===== src/rtl/apb_wdt.sv =====
// Purpose : APB watchdog timer; IDLE->RUN->BARK->BITE countdown with kick, bark irq and bite reset request.
// Latency : zero-wait-state APB; wdt_irq / wdt_rst_req are registered, one clk after the status that drives them.
// Backpr. : none; pready is high in every access phase, no transfer is ever stalled.
//
// Ports   : clk, rstn (async active-low); APB responder psel/penable/paddr/pwrite/pstrb/pwdata ->
//           prdata/pslverr/pready; wdt_irq (bark level), wdt_rst_req (bite level).
// Map     : 0x00 CTRL {RST_EN,IRQ_EN,EN}, 0x04 LOAD, 0x08 COUNT (RO), 0x0C KICK (WO key),
//           0x10 STATUS {state[1:0], BARK(W1C)}, 0x14 LOCK (only with `define WDT_LOCK_EN).
module apb_wdt (
    input  logic        clk,
    input  logic        rstn,
    input  logic        psel,
    input  logic        penable,
    input  logic [31:0] paddr,
    input  logic        pwrite,
    input  logic [3:0]  pstrb,
    input  logic [31:0] pwdata,
    output logic [31:0] prdata,
    output logic        pslverr,
    output logic        pready,
    output logic        wdt_irq,
    output logic        wdt_rst_req
);

    localparam logic [31:0] KICK_KEY = 32'h5A5A_5A5A;
    localparam logic [31:0] LOCK_KEY = 32'h1ACC_E551;

    typedef enum logic [1:0] {
        ST_IDLE = 2'd0,
        ST_RUN  = 2'd1,
        ST_BARK = 2'd2,
        ST_BITE = 2'd3
    } state_t;

    state_t      state, state_nxt;
    logic [2:0]  ctrl, ctrl_nxt;
    logic [31:0] load, load_eff;
    logic [31:0] count;
    logic        bark;
    logic        locked;

    logic        acc;
    logic [31:0] rd_val;
    logic        err, ctrl_we, load_we, kick_ok, stat_we, lock_we;
    logic        reload, dec, bark_set;
    logic        irq_d, rst_d;

    // Only the low address byte is decoded.
    logic unused_addr;
    assign unused_addr = ^paddr[31:8];

    assign acc    = psel & penable;
    assign pready = acc;

    // Bus decode: all side effects are qualified by the access phase.
    always_comb begin
        err     = 1'b0;
        rd_val  = '0;
        ctrl_we = 1'b0;
        load_we = 1'b0;
        kick_ok = 1'b0;
        stat_we = 1'b0;
        lock_we = 1'b0;
        if (acc) begin
            case (paddr[7:0])
                8'h00: begin
                    if (!pwrite)     rd_val = {29'd0, ctrl};
                    else if (locked) err = 1'b1;
                    else             ctrl_we = 1'b1;
                end
                8'h04: begin
                    if (!pwrite)     rd_val = load;
                    else if (locked) err = 1'b1;
                    else             load_we = 1'b1;
                end
                8'h08: begin
                    if (pwrite) err = 1'b1;
                    else        rd_val = count;
                end
                8'h0C: begin
                    if (!pwrite || pstrb != 4'hf || pwdata != KICK_KEY) err = 1'b1;
                    else                                                  kick_ok = 1'b1;
                end
                8'h10: begin
                    if (pwrite) stat_we = 1'b1;
                    else        rd_val = {29'd0, state, bark};
                end
`ifdef WDT_LOCK_EN
                8'h14: begin
                    if (pwrite) lock_we = 1'b1;
                    else        rd_val = {31'd0, locked};
                end
`endif
                default: err = 1'b1;
            endcase
        end
    end

    // Error reads return zero because rd_val is never loaded on an error path.
    assign prdata  = rstn ? rd_val : '0;
    assign pslverr = rstn & err;

    // EN is frozen once bitten; the enable bits still take writes.
    always_comb begin
        ctrl_nxt = ctrl;
        if (ctrl_we && pstrb[0]) begin
            ctrl_nxt = pwdata[2:0];
            if (state == ST_BITE) ctrl_nxt[0] = ctrl[0];
        end
    end

    assign load_eff = (load == '0) ? 32'd1 : load;

    // FSM: state register
    always_ff @(posedge clk or negedge rstn) begin
        if (!rstn) state <= ST_IDLE;
        else       state <= state_nxt;
    end

    // FSM: next state. Priority in RUN/BARK is disable > kick > expiry.
    always_comb begin
        state_nxt = state;
        reload    = 1'b0;
        dec       = 1'b0;
        bark_set  = 1'b0;
        case (state)
            ST_IDLE: begin
                if (!ctrl[0] && ctrl_nxt[0]) begin
                    state_nxt = ST_RUN;
                    reload    = 1'b1;
                end
            end
            ST_RUN, ST_BARK: begin
                if (ctrl[0] && !ctrl_nxt[0]) begin
                    state_nxt = ST_IDLE;
                end else if (kick_ok) begin
                    state_nxt = ST_RUN;
                    reload    = 1'b1;
                end else if (count == '0) begin
                    reload = 1'b1;
                    if (state == ST_RUN) begin
                        state_nxt = ST_BARK;
                        bark_set  = 1'b1;
                    end else begin
                        state_nxt = ST_BITE;
                    end
                end else begin
                    dec = 1'b1;
                end
            end
            default: state_nxt = ST_BITE;
        endcase
    end

    // FSM: outputs (registered below)
    always_comb begin
        irq_d = bark & ctrl[1];
        rst_d = (state == ST_BITE) & ctrl[2];
    end

    always_ff @(posedge clk or negedge rstn) begin
        if (!rstn) begin
            wdt_irq     <= 1'b0;
            wdt_rst_req <= 1'b0;
        end else begin
            wdt_irq     <= irq_d;
            wdt_rst_req <= rst_d;
        end
    end

    // Register file and counter
    always_ff @(posedge clk or negedge rstn) begin
        if (!rstn) begin
            ctrl  <= '0;
            load  <= 32'hFFFF_FFFF;
            count <= 32'hFFFF_FFFF;
            bark  <= 1'b0;
        end else begin
            ctrl <= ctrl_nxt;
            for (int i = 0; i < 4; i++) begin
                if (load_we && pstrb[i]) load[8*i +: 8] <= pwdata[8*i +: 8];
            end
            if (reload)   count <= load_eff;
            else if (dec) count <= count - 32'd1;
            // A new bark outranks a simultaneous W1C.
            if (bark_set)                           bark <= 1'b1;
            else if (stat_we && pstrb[0] && pwdata[0]) bark <= 1'b0;
        end
    end

`ifdef WDT_LOCK_EN
    always_ff @(posedge clk or negedge rstn) begin
        if (!rstn)        locked <= 1'b0;
        else if (lock_we) locked <= (pwdata != LOCK_KEY);
    end
`else
    assign locked = 1'b0;
    logic unused_lock;
    assign unused_lock = lock_we ^ (^LOCK_KEY);
`endif

endmodule


===== config.mk =====
export PLATFORM = sky130hd
export DESIGN_NAME = apb_wdt
export DESIGN_NICKNAME = d
export VERILOG_FILES = /design/src/rtl/apb_wdt.sv
export SDC_FILE = /design/constraint.sdc
export NUM_CORES = 1
export LEC_CHECK = 0
export CAP_MARGIN = 20
export CORE_ASPECT_RATIO = 1.2
export CORE_MARGIN = 8
export CORE_UTILIZATION = 45
export CTS_CLUSTER_DIAMETER = 80
export DETAILED_ROUTE_END_ITERATION = 12
export PLACE_DENSITY = 0.76
export SLEW_MARGIN = 20
export SYNTH_ARGS = -nofsm -noshare
export SYNTH_HDL_FRONTEND = slang
export SYNTH_SLANG_ARGS = --single-unit

===== constraint.sdc =====
create_clock -name clk -period 6.27 [get_ports clk]
set_clock_uncertainty 0.1 [all_clocks]
set_input_delay 1.254 -clock clk [delete_from_list [all_inputs] [get_ports clk]]
set_output_delay 1.254 -clock clk [all_outputs]
set_load 0.01 [all_outputs]

# Word level (Yosys, flattened, before mapping)
# Cells that the tools add are included.
# totals
reg_bits	72
inputBits	73
wordCells	97
# classes
add_sub_neg	1
eq_ne	11
muxes	47
bitwise_logic	4
n_reduce_logical	23
# op_table
operator	n
$mux W32	7
$pmux W32 S4	1
$logic_not A32 Y1	2
$ne A32 B31 Y1 const B	1
$sub A32 B1 Y32 const B	1
$mux W1	30
$eq A8 B4 Y1 const B	2
$logic_and A1 B1 Y1	9
$eq A8 B3 Y1 const B	1
$eq A8 B5 Y1 const B	1
$logic_not A8 Y1	1
$mux W2	4
$ne A4 B4 Y1 const B	2
$mux W3	2
$and A1 B1 Y1	4
$eq A2 B2 Y1 const B	2
$pmux W2 S2	1
$reduce_bool A2 Y1	2
$logic_not A1 Y1	3
$pmux W1 S3	1
$reduce_or A3 Y1	1
$eq A2 B1 Y1 const B	1
$logic_not A2 Y1	1
$logic_or A1 B1 Y1	2
4 further kinds	4

# Logic depth before layout (Yosys ltp)
# Gate-level depths: netlist of the first run.
# logic_depth
depth_word	11
mapped_depth	10
depth_no_buf	8

# Worst setup path before layout of the first run
# No wires, ideal clock.
# synth_timing
path_kind	input to output
startpoint	in paddr[5]
endpoint	out prdata[0]
arrival_ps	2833
required_time_ps	4916
slack_ps	2083
path_stages	6
path_cell_list	nor4_2 -> nand2_1 -> nor3b_1 -> clkbuf_1 -> a222oi_1 -> a21oi_1
# synth_via
elab_chain_len	4
elab_cells_between_ends	7
# synth_lines
item	line_no	rtl
from (decl)	14	input logic [31:0] paddr,
$eq A8 B5 Y1, or another cell as far along	65	case (paddr[7:0])
$pmux W32 S4 (*)	65	
$mux W32 (*)	64	if (acc) begin
$mux W32 (*)	100	assign prdata = rstn ? rd_val : '0;
to (decl)	18	output logic [31:0] prdata,
# Every way passes the cells marked *; elsewhere a longest branch is shown, timed or not.

# Worst setup path after layout of the first run
# Ends and elaborated chain as after synthesis.

==> results of run 1 <==
[per-stage QoR]
stage               utilization (%)  std cells
floorplan                         -        429
global route                  59.04        639
finish                        59.04        639
detailed placement            56.01        623
global placement              56.01        623
CTS                           59.04        639
[cell type report]
class	instances	area, um^2	share of cell area [%]
inverter	7	26.28	0.4725
multi-input combinational	328	2310	41.54
tap	123	153.9	2.768
clock buffer	13	270.3	4.860
sequential	72	1882	33.84
timing repair buffer	93	903.4	16.25
clock inverter	3	15.01	0.2700
[sequential cells by signal, indices dropped and copies added, names as in the netlist]
signal and flops:
ctrl 3, state 2, count 32, wdt_irq 1
wdt_rst_req 1, bark 1, load 32
[final timing paths]
kind / endpoint / slack [ps] / cells after the start
min reg2reg: count[21] / 400 / 2
max in group asynchronous: wdt_irq / 4410 / 2
min: count[21] / 400 / 2
max: prdata[0] / 1020 / 8
min in group asynchronous: ctrl[0] / 1100 / 2
max reg2reg: count[20] / 2830 / 8
[synthesized netlist by cell type (10+ instances only)]
cell type,number
nor4_1,14
dfstp_2,64
nand2_1,41
xor2_1,25
nor2_1,45
nand3_1,11
nand4_1,10
mux2_2,36
o21ai_0,29
a22oi_1,29
clkbuf_1,11
[routing by layer]
layer,routed length (um),global-route usage (%),vias up,part of all wire [%]
li1,-,-,1731,-
met1,4796,20.85,1825,39
met2,6386,33.25,110,52
met3,585,4.223,25,4.8
met4,432,10.55,0,3.5
met5,0,0,-,0
[tightest hold or removal path, stage by stage (launching register included)]
cell,delay (ps)
dfstp_2,380
nand2_1,50
o21ai_0,70
[logic make-up (layout without fill, tap and decap cells)]
kind of cell    Yosys count  count (layout)
simple gates            178             178
compound gates           75              75
flops                    72              72
mux                      39              39
xor+xnor                 31              31
buf+inv                  29             116
fa+ha+maj                 5               5
[report_power, final]
part	leakage (nW)	switching [mW]	internal, mW
Clock	0.145	0.197	0.298
Combinational	1.09	0.297	0.257
Sequential	0.759	0.120	0.640
Total	1.99	0.615	1.20
==> impl_metrics.csv, run 1 <==
group,metric,value,unit
status,status,"finished, final reports clean",
grt,antenna_found_initial,0,
clocking,clock_sinks,72,
setup_path,crit_family,"buffers and inverters",
synthesis,synth_area,4319,um^2
placement,gp_congestion,0.8485,
power_and_ir_drop,ir_drop,0.0001660,V
synthesis,synthMuxAreaShare,10.20,%
placement,place_ws,1062,ps
grt,grt_pass1_wl,19.29,mm
final_layout,fill_cells,764,
final_layout,nets,589,
hold_path,hp-class,"reg -> reg",
setup_path,cp_max_fo,33,
timing,final-hold-violation-count,0,
synthesis,synth.avg_cell_area,10.07,um^2
timing,min_period,5249,ps
timing,timing.hold.ws,399.8,ps
timing,fmax,190.5,MHz
clocking,cts.clk_slew.worst_paths,60,ps
timing,rsz0062_at_grt,"no",
timing,slew_violations,0,
synthesis,yosys.area.top_type,"dfstp_2",
floorplan,dieArea,13000,um^2
grt,grt_usage,18.90,%
setup_path,required,4920,ps
synthesis,synth-simple-area-share,23.46,%
power_and_ir_drop,power,1.810,mW
power_and_ir_drop,powerDensity,325.5,nW/um^2
clocking,clock-root-buffer,"clkbuf_16",
route,dr.pass1.iters,5,
route,post-route-drc-count,0,
setup_path,crit_buf_inv,3,
synthesis,synth.distinct_cells,53,
synthesis,netlist.area_leader.share,38.93,%
flow_run,cap_viol_max_count,0,
timing,slew_headroom,39.13,%
floorplan,core_area,9418,um^2
setup_path,critical_path_arrival,3890,ps
setup_path,critPathMaxStageDelay,570,ps
clocking,post_cts_resized,0,
synthesis,synth-edff-count,0,
setup_path,cp-start-kind,"input pin",
clocking,clock_latency,340,ps
clocking,htree_levels,3,
synthesis,synth.area.top_cells,"dfstp_2 (39%), mux2_2 (9.4%), xor2_1 (5.1%)",
setup_path,critPathMostFrequentCell,"clkdlybuf4s50_1",
floorplan,die_y,123.3,um
synthesis,synth-xor-area-share,6.286,%
grt,grt_pass1_vias,3850,
synthesis,async_reset_ff_share,100.0,%
floorplan,ioPinCount,109,
final_layout,mostFrequentLayoutCell,"clkdlybuf4s50_1",
final_layout,syn_to_final_growth,28.74,%
clocking,cts_buffers,9,
synthesis,synth-seq-cells,72,
clocking,cts_tree,"done",
synthesis,syn_nets,507,
route,drtIter0Drc,208,
power_and_ir_drop,p_leak,1.994,nW
synthesis,synth_compound_area_share,11.85,%
synthesis,synth_cells,429,
setup_path,timing.critical_path.from,"paddr[5]",
placement,io_buffers,84,
synthesis,synthAdderAreaFrac,1.448,%
synthesis,synthFlopType,"dfstp_2",
timing,setup_ws,1021,ps
setup_path,crit_path_end_kind,"output pin",
grt,grt_max_degree,74,
route,viasPerCell,5.776,
floorplan,fp-row-count,39,
final_layout,layout_common_cells,"clkdlybuf4s50_1 (83), dfstp_2 (64), nor2_1 (45)",
route,wire_per_inst,19.09,um
synthesis,synth_top_family_by_area,"simple AND/OR/NAND/NOR gates",
final_layout,final_area,5560,um^2
final_layout,post_route_cells_drive_above_1_share,27.13,%
synthesis,ys_warn_count,0,
timing,setup_viol,0,
final_layout,antenna_cells,0,
setup_path,path_cells,"clkdlybuf4s50_1, nor4_2, nand2_1, nor3b_2, buf_4, a222oi_1, a21oi_1, clkdlybuf4s50_1",
clocking,post_cts.repair.setup_buffers,0,
floorplan,die_w,105.4,um
route,drt-total-wl,12.20,mm
setup_path,rr_startpoint,"count[20]",
setup_path,critPathSlowestCell,"clkdlybuf4s50_1",
placement,placed_area,5275,um^2
synthesis,ys_seq_area_share,43.57,%
route,vias,3691,
setup_path,critPathKind,"in -> out",
timing,fin_tns_setup,0,ps
grt,grt_overflow,0,
hold_path,min_from,"load[21]",
placement,dp_hpwl,8.846,mm
clocking,cts_hold_buf,0,
timing,worst_pin_slew,913.1,ps
clocking,cts_buffer_depth,2,
floorplan,initial_utilization,45.86,%
route,route.antenna.remaining_nets,0,
timing,fin_crit_sh,83.71,%
Note: power is estimated with default switching activity, not from simulation.
==> inputs of run 2 (changes only) <==
PLACE_DENSITY = 0.79   (was 0.76)
clock period = 4.4 ns   (was 6.27 ns; I/O delays follow)
==> run 2 against run 1 <==
Effect of this change:
- sequential cell count is the same
- sequential power up 42%
- design area increased by 1.8%
- largest power group unchanged
- core utilization increased by 1.1 points
- critical endpoint is now prdata[31]
- power is 45% higher
- non-clock buffer count is 7 higher
- combinational power up 45%
==> impl_metrics.csv, run 2 (same netlist as run 1, synthesis figures left out) <==
group,metric,value,unit
timing,fin_tns_setup,0,ps
timing,fmax,235.8,MHz
final_layout,mostFrequentLayoutCell,"clkdlybuf4s50_1",
grt,grt_overflow,0,
hold_path,hold_depth,2,
grt,grt_pass1_vias,4066,
hold_path,min_to,"count[22]",
final_layout,antenna_cells,0,
setup_path,cp-start-kind,"input pin",
setup_path,critPathSlowestCell,"clkdlybuf4s50_1",
clocking,htree_levels,3,
grt,grt_pass1_wl,20.27,mm
timing,fin_crit_sh,96.38,%
hold_path,min_from,"load[22]",
setup_path,critPathMaxStageDelay,570,ps
final_layout,syn_to_final_growth,31.08,%
route,post-route-drc-count,0,
route,route.antenna.remaining_nets,0,
route,vias,3830,
placement,io_buffers,84,
route,wire_per_inst,19.48,um
placement,gp_congestion,0.8595,
floorplan,die_w,105.4,um
grt,antenna_found_initial,0,
setup_path,critical_path_arrival,3260,ps
setup_path,critPathMostFrequentCell,"clkdlybuf4s50_1",
final_layout,stdcell_count,646,
clocking,clock_latency,340,ps
setup_path,critPathKind,"in -> out",
setup_path,rr_startpoint,"count[4]",
setup_path,cp_max_fo,18,
power_and_ir_drop,p_leak,2.034,nW
setup_path,path_cells,"clkdlybuf4s50_1, nor4_2, nand2_1, a21oi_1, or2_2, nand4b_1, buf_4, nor2_1, clkdlybuf4s50_1",
status,status,"finished, final reports clean",
setup_path,required,3420,ps
setup_path,rr_endpoint,"count[15]",
timing,final-hold-violation-count,0,
clocking,cts_buffers,9,
route,drt-total-wl,12.58,mm
setup_path,crit_path_end_kind,"output pin",
timing,timing.hold.ws,395.0,ps
final_layout,fill_cells,749,
timing,min_period,4241,ps
setup_path,crit_buf_inv,3,
route,drtIter0Drc,222,
timing,slew_violations,0,
floorplan,die_y,123.3,um
placement,dp_hpwl,9.242,mm
clocking,post_cts.repair.setup_buffers,0,
route,viasPerCell,5.929,
timing,setup_viol,0,
final_layout,layout_common_cells,"clkdlybuf4s50_1 (83), dfstp_2 (64), nor2_1 (45)",
flow_run,cap_viol_max_count,0,
clocking,cts.clk_slew.worst_paths,60,ps
clocking,cts_tree,"done",
timing,rsz0062_at_grt,"no",
timing,slew_headroom,39.93,%
floorplan,fp-row-count,39,
final_layout,post_route_cells_drive_above_1_share,28.49,%
setup_path,r2r_setup_slack,1290,ps
clocking,cts_hold_buf,0,
power_and_ir_drop,ir_drop,0.0002861,V
grt,grt_max_degree,73,
grt,grt_usage,19.47,%
setup_path,reg2regPathDepth,8,
final_layout,nets,596,
hold_path,hp-class,"reg -> reg",
floorplan,initial_utilization,45.86,%
placement,dp_cells,630,
floorplan,ioPinCount,109,
timing,worst_pin_slew,901.1,ps
route,dr.pass1.iters,5,
setup_path,crit_family,"buffers and inverters",
clocking,clock-root-buffer,"clkbuf_16",
clocking,clock_sinks,72,
power_and_ir_drop,powerDensity,464.4,nW/um^2
final_layout,post-route-util,60.12,%
floorplan,core_area,9418,um^2
floorplan,dieArea,13000,um^2
final_layout,top_regs,"count (32), load (32), ctrl (3)",
clocking,cts_buffer_depth,2,
==> run 2: cell types whose count changed in the layout (fill, tap and decap cells not counted), sizes merged <==
cell	change
clkinv	-2
clkinvlp	+2
inv	+3
clkbuf	-4
bufinv	+1
buf	+7
==> run 2: final cells by class <==
class	instances	area [um^2]	area share [%]
Multi-Input combinational cell	328	2316	40.91
Sequential cell	72	1882	33.24
Timing Repair Buffer	100	980.9	17.33
Clock buffer	9	225.2	3.978
Tap cell	123	153.9	2.718
Clock inverter	7	77.57	1.370
Inverter	7	26.28	0.4641
==> run 2: repair_timing <==
item / in CTS / in global routing
setup endpoints to repair: 0 / 7
resized for setup: 0 / 1
hold endpoints to repair: 0 / 0
==> run 2: power by group <==
part | internal (mW) | total (mW) | switching (mW)
clock network | 0.444 | 0.741 | 0.298
registers | 0.911 | 1.08 | 0.173
logic | 0.369 | 0.804 | 0.435
==> run 2: metal layers <==
metal  GRT usage, %  part of all wire [%]  vias up
met5              0                     0        -
met4          12.69                   4.4        0
met3          3.389                   4.4       37
met2          33.77                    52      142
met1          21.80                    39     1908
li1               -                     -     1743
==> run 2: per-stage QoR <==
stage | setup WS, ps | instance area (um^2) | power (mW)
detailed placement | 147.7 | 5353 | 1.880
CTS | 128.3 | 5655 | 2.634
floorplan | 961.0 | 4319 | 1.625
finish | 159.3 | 5662 | 2.629
global route | 35.36 | 5662 | 2.771
global placement | 155.8 | 5353 | 1.827
==> run 2: worst register-to-register path: cells and delay by family, from the launching register on <==
| family | cells | cell delay (ps) |
|---|---|---|
| AOI/OAI and AO/OA | 2 | 500 |
| buffers and inverters | 1 | 280 |
| DFF | 1 | 390 |
| and+or+nand+nor | 5 | 1770 |
==> run 2: worst max-delay path by stage <==
stage | from | endpoint | cells after the start
floorplan | paddr[5] | prdata[0] | 6
global placement | paddr[2] | prdata[31] | 8
detailed placement | paddr[2] | prdata[4] | 8
CTS | paddr[2] | prdata[4] | 8
global route | paddr[2] | prdata[31] | 8
finish | paddr[5] | prdata[31] | 9
==> inputs of run 3 (changes only) <==
CORE_UTILIZATION = 35   (was 45)
PLACE_DENSITY = 0.65   (was 0.79)
==> run 3 against run 2 <==
Effect of this change:
- combinational power about the same
- non-clock buffer count is 4 higher
- clock-buffer cell count up 3
- final cell count up 6.5%
- critical path depth unchanged
- setup slack improved by 19 ps
- via count is 4.1% lower
- critical path type unchanged
- highest routed layer unchanged
==> impl_metrics.csv, run 3 (same netlist as run 1, synthesis figures left out) <==
group,metric,value,unit
status,status,"finished, final reports clean",
grt,grt_pass1_wl,20.71,mm
clocking,cts_buffer_depth,2,
timing,fin_crit_sh,95.95,%
route,vias,3672,
placement,dp_hpwl,9.672,mm
clocking,post_cts_resized,0,
final_layout,top_regs,"count (32), load (32), ctrl (3)",
route,wire_per_inst,18.59,um
final_layout,post_route_cells_drive_above_1_share,28.84,%
final_layout,syn_to_final_growth,33.92,%
grt,grt_usage,16.03,%
setup_path,crit_buf_inv,3,
setup_path,cp-start-kind,"input pin",
setup_path,crit_family,"buffers and inverters",
setup_path,crit_cells,9,
clocking,cts_buffers,9,
final_layout,mostFrequentLayoutCell,"clkdlybuf4s50_1",
grt,grt_pass1_vias,3950,
timing,fin_tns_setup,0,ps
clocking,post_cts.repair.setup_buffers,0,
placement,io_buffers,84,
final_layout,antenna_cells,0,
floorplan,die_w,117.4,um
flow_run,cap_viol_max_count,0,
timing,worst_pin_slew,651.6,ps
clocking,cts_tree,"done",
route,drtIter0Drc,161,
route,post-route-drc-count,0,
floorplan,die_y,137.7,um
grt,antenna_found_initial,0,
power_and_ir_drop,ir_drop,0.0001795,V
final_layout,stdcell_count,688,
timing,fmax,236.9,MHz
setup_path,reg2regPathDepth,8,
route,route.antenna.remaining_nets,0,
setup_path,path_cells,"clkdlybuf4s50_1, nor4_2, nand2_1, nor3b_2, buf_12, nand2_1, o21ai_0, and3_1, clkdlybuf4s50_1",
setup_path,rr_endpoint,"count[29]",
route,dr.pass1.iters,5,
setup_path,crit_path_end_kind,"output pin",
floorplan,dieArea,16170,um^2
timing,slew_headroom,56.23,%
grt,grt_overflow,0,
timing,timing.hold.ws,389.4,ps
timing,min_period,4222,ps
power_and_ir_drop,p_leak,2.075,nW
placement,gp_congestion,0.8578,
placement,dp_cells,672,
final_layout,nets,600,
hold_path,hold_depth,2,
timing,setup_viol,0,
route,viasPerCell,5.337,
floorplan,initial_utilization,35.82,%
setup_path,timing.critical_path.from,"paddr[5]",
clocking,clock-root-buffer,"clkbuf_16",
final_layout,fill_cells,1121,
setup_path,required,3420,ps
route,drt-total-wl,12.79,mm
setup_path,critPathSlowestCell,"clkdlybuf4s50_1",
timing,final-hold-violation-count,0,
floorplan,core_area,12060,um^2
clocking,clock_latency,340,ps
clocking,clock_sinks,72,
setup_path,critical_path_arrival,3240,ps
setup_path,rr_startpoint,"count[4]",
setup_path,cp_max_fo,33,
setup_path,critPathKind,"in -> out",
final_layout,layout_common_cells,"clkdlybuf4s50_1 (83), dfstp_2 (64), nor2_1 (45)",
floorplan,fp-row-count,44,
setup_path,r2r_setup_slack,1250,ps
setup_path,critPathMaxStageDelay,540,ps
clocking,cts_hold_buf,0,
floorplan,ioPinCount,109,
timing,rsz0062_at_grt,"no",
hold_path,hp-class,"reg -> reg",
placement,placed_area,5443,um^2
clocking,htree_levels,3,
power_and_ir_drop,powerDensity,468.3,nW/um^2
final_layout,final_area,5784,um^2
setup_path,critPathCapture,"pslverr",
clocking,cts.clk_slew.worst_paths,60,ps
timing,slew_violations,0,
grt,grt_max_degree,43,
[run 3: cell count changes in the layout (fill, tap and decap cells not counted), sizes merged]
cell and delta:
buf +4, bufinv +1, clkbuf +3, clkinv -1
inv -3
[run 3: stage by stage]
step	util (%)	total power [mW]	worst slack (ps)
2_1_floorplan	-	1.625	961.0
3_3_place_gp	45.14	1.843	164.6
3_5_place_dp	45.14	1.883	178.6
4_1_cts	47.98	2.721	153.9
5_1_grt	47.98	2.861	34.54
6_report	47.98	2.709	178.4
[run 3: report_power, final]
part	internal (mW)	total (mW)	switching (mW)	leakage [nW]
logic	0.374	0.803	0.428	1.15
clock network	0.543	0.822	0.280	0.161
registers	0.912	1.08	0.172	0.759
total	1.83	2.71	0.880	2.07
[run 3: worst register-to-register path, stage by stage (launching register included)]
cell and delay (ps):
dfstp_2 390, or4_4 560, nor4_4 510, and4_1 520
nor2_2 90, a21oi_4 480, buf_12 250, nand2_1 70
o21ai_0 100
[run 3: routing by layer]
metal	routed length, um	vias up	GRT usage (%)
li1	-	1758	-
met1	5537	1817	18.94
met2	6534	83	28.11
met3	513	14	3.075
met4	205	0	6.715
met5	0	-	0
[run 3: final cells by class]
cell class / count / area (um^2) / area share, %
clock inverters: 4 / 75.07 / 1.298
flip-flops and latches: 72 / 1882 / 32.53
multi-input cells: 328 / 2310 / 39.93
inverters: 7 / 26.28 / 0.4543
well taps: 161 / 201.4 / 3.483
clock buffers: 12 / 266.5 / 4.607
repair buffers: 104 / 1023 / 17.69
[run 3: worst min-delay path by stage]
stage / slack, ps / from / end
6_report: 390 / load[27] / count[27]
5_1_grt: 410 / load[27] / count[27]
4_1_cts: 390 / load[27] / count[27]
3_5_place_dp: 380 / load[27] / count[27]
3_3_place_gp: 380 / load[27] / count[27]
2_1_floorplan: 360 / load[22] / count[22]
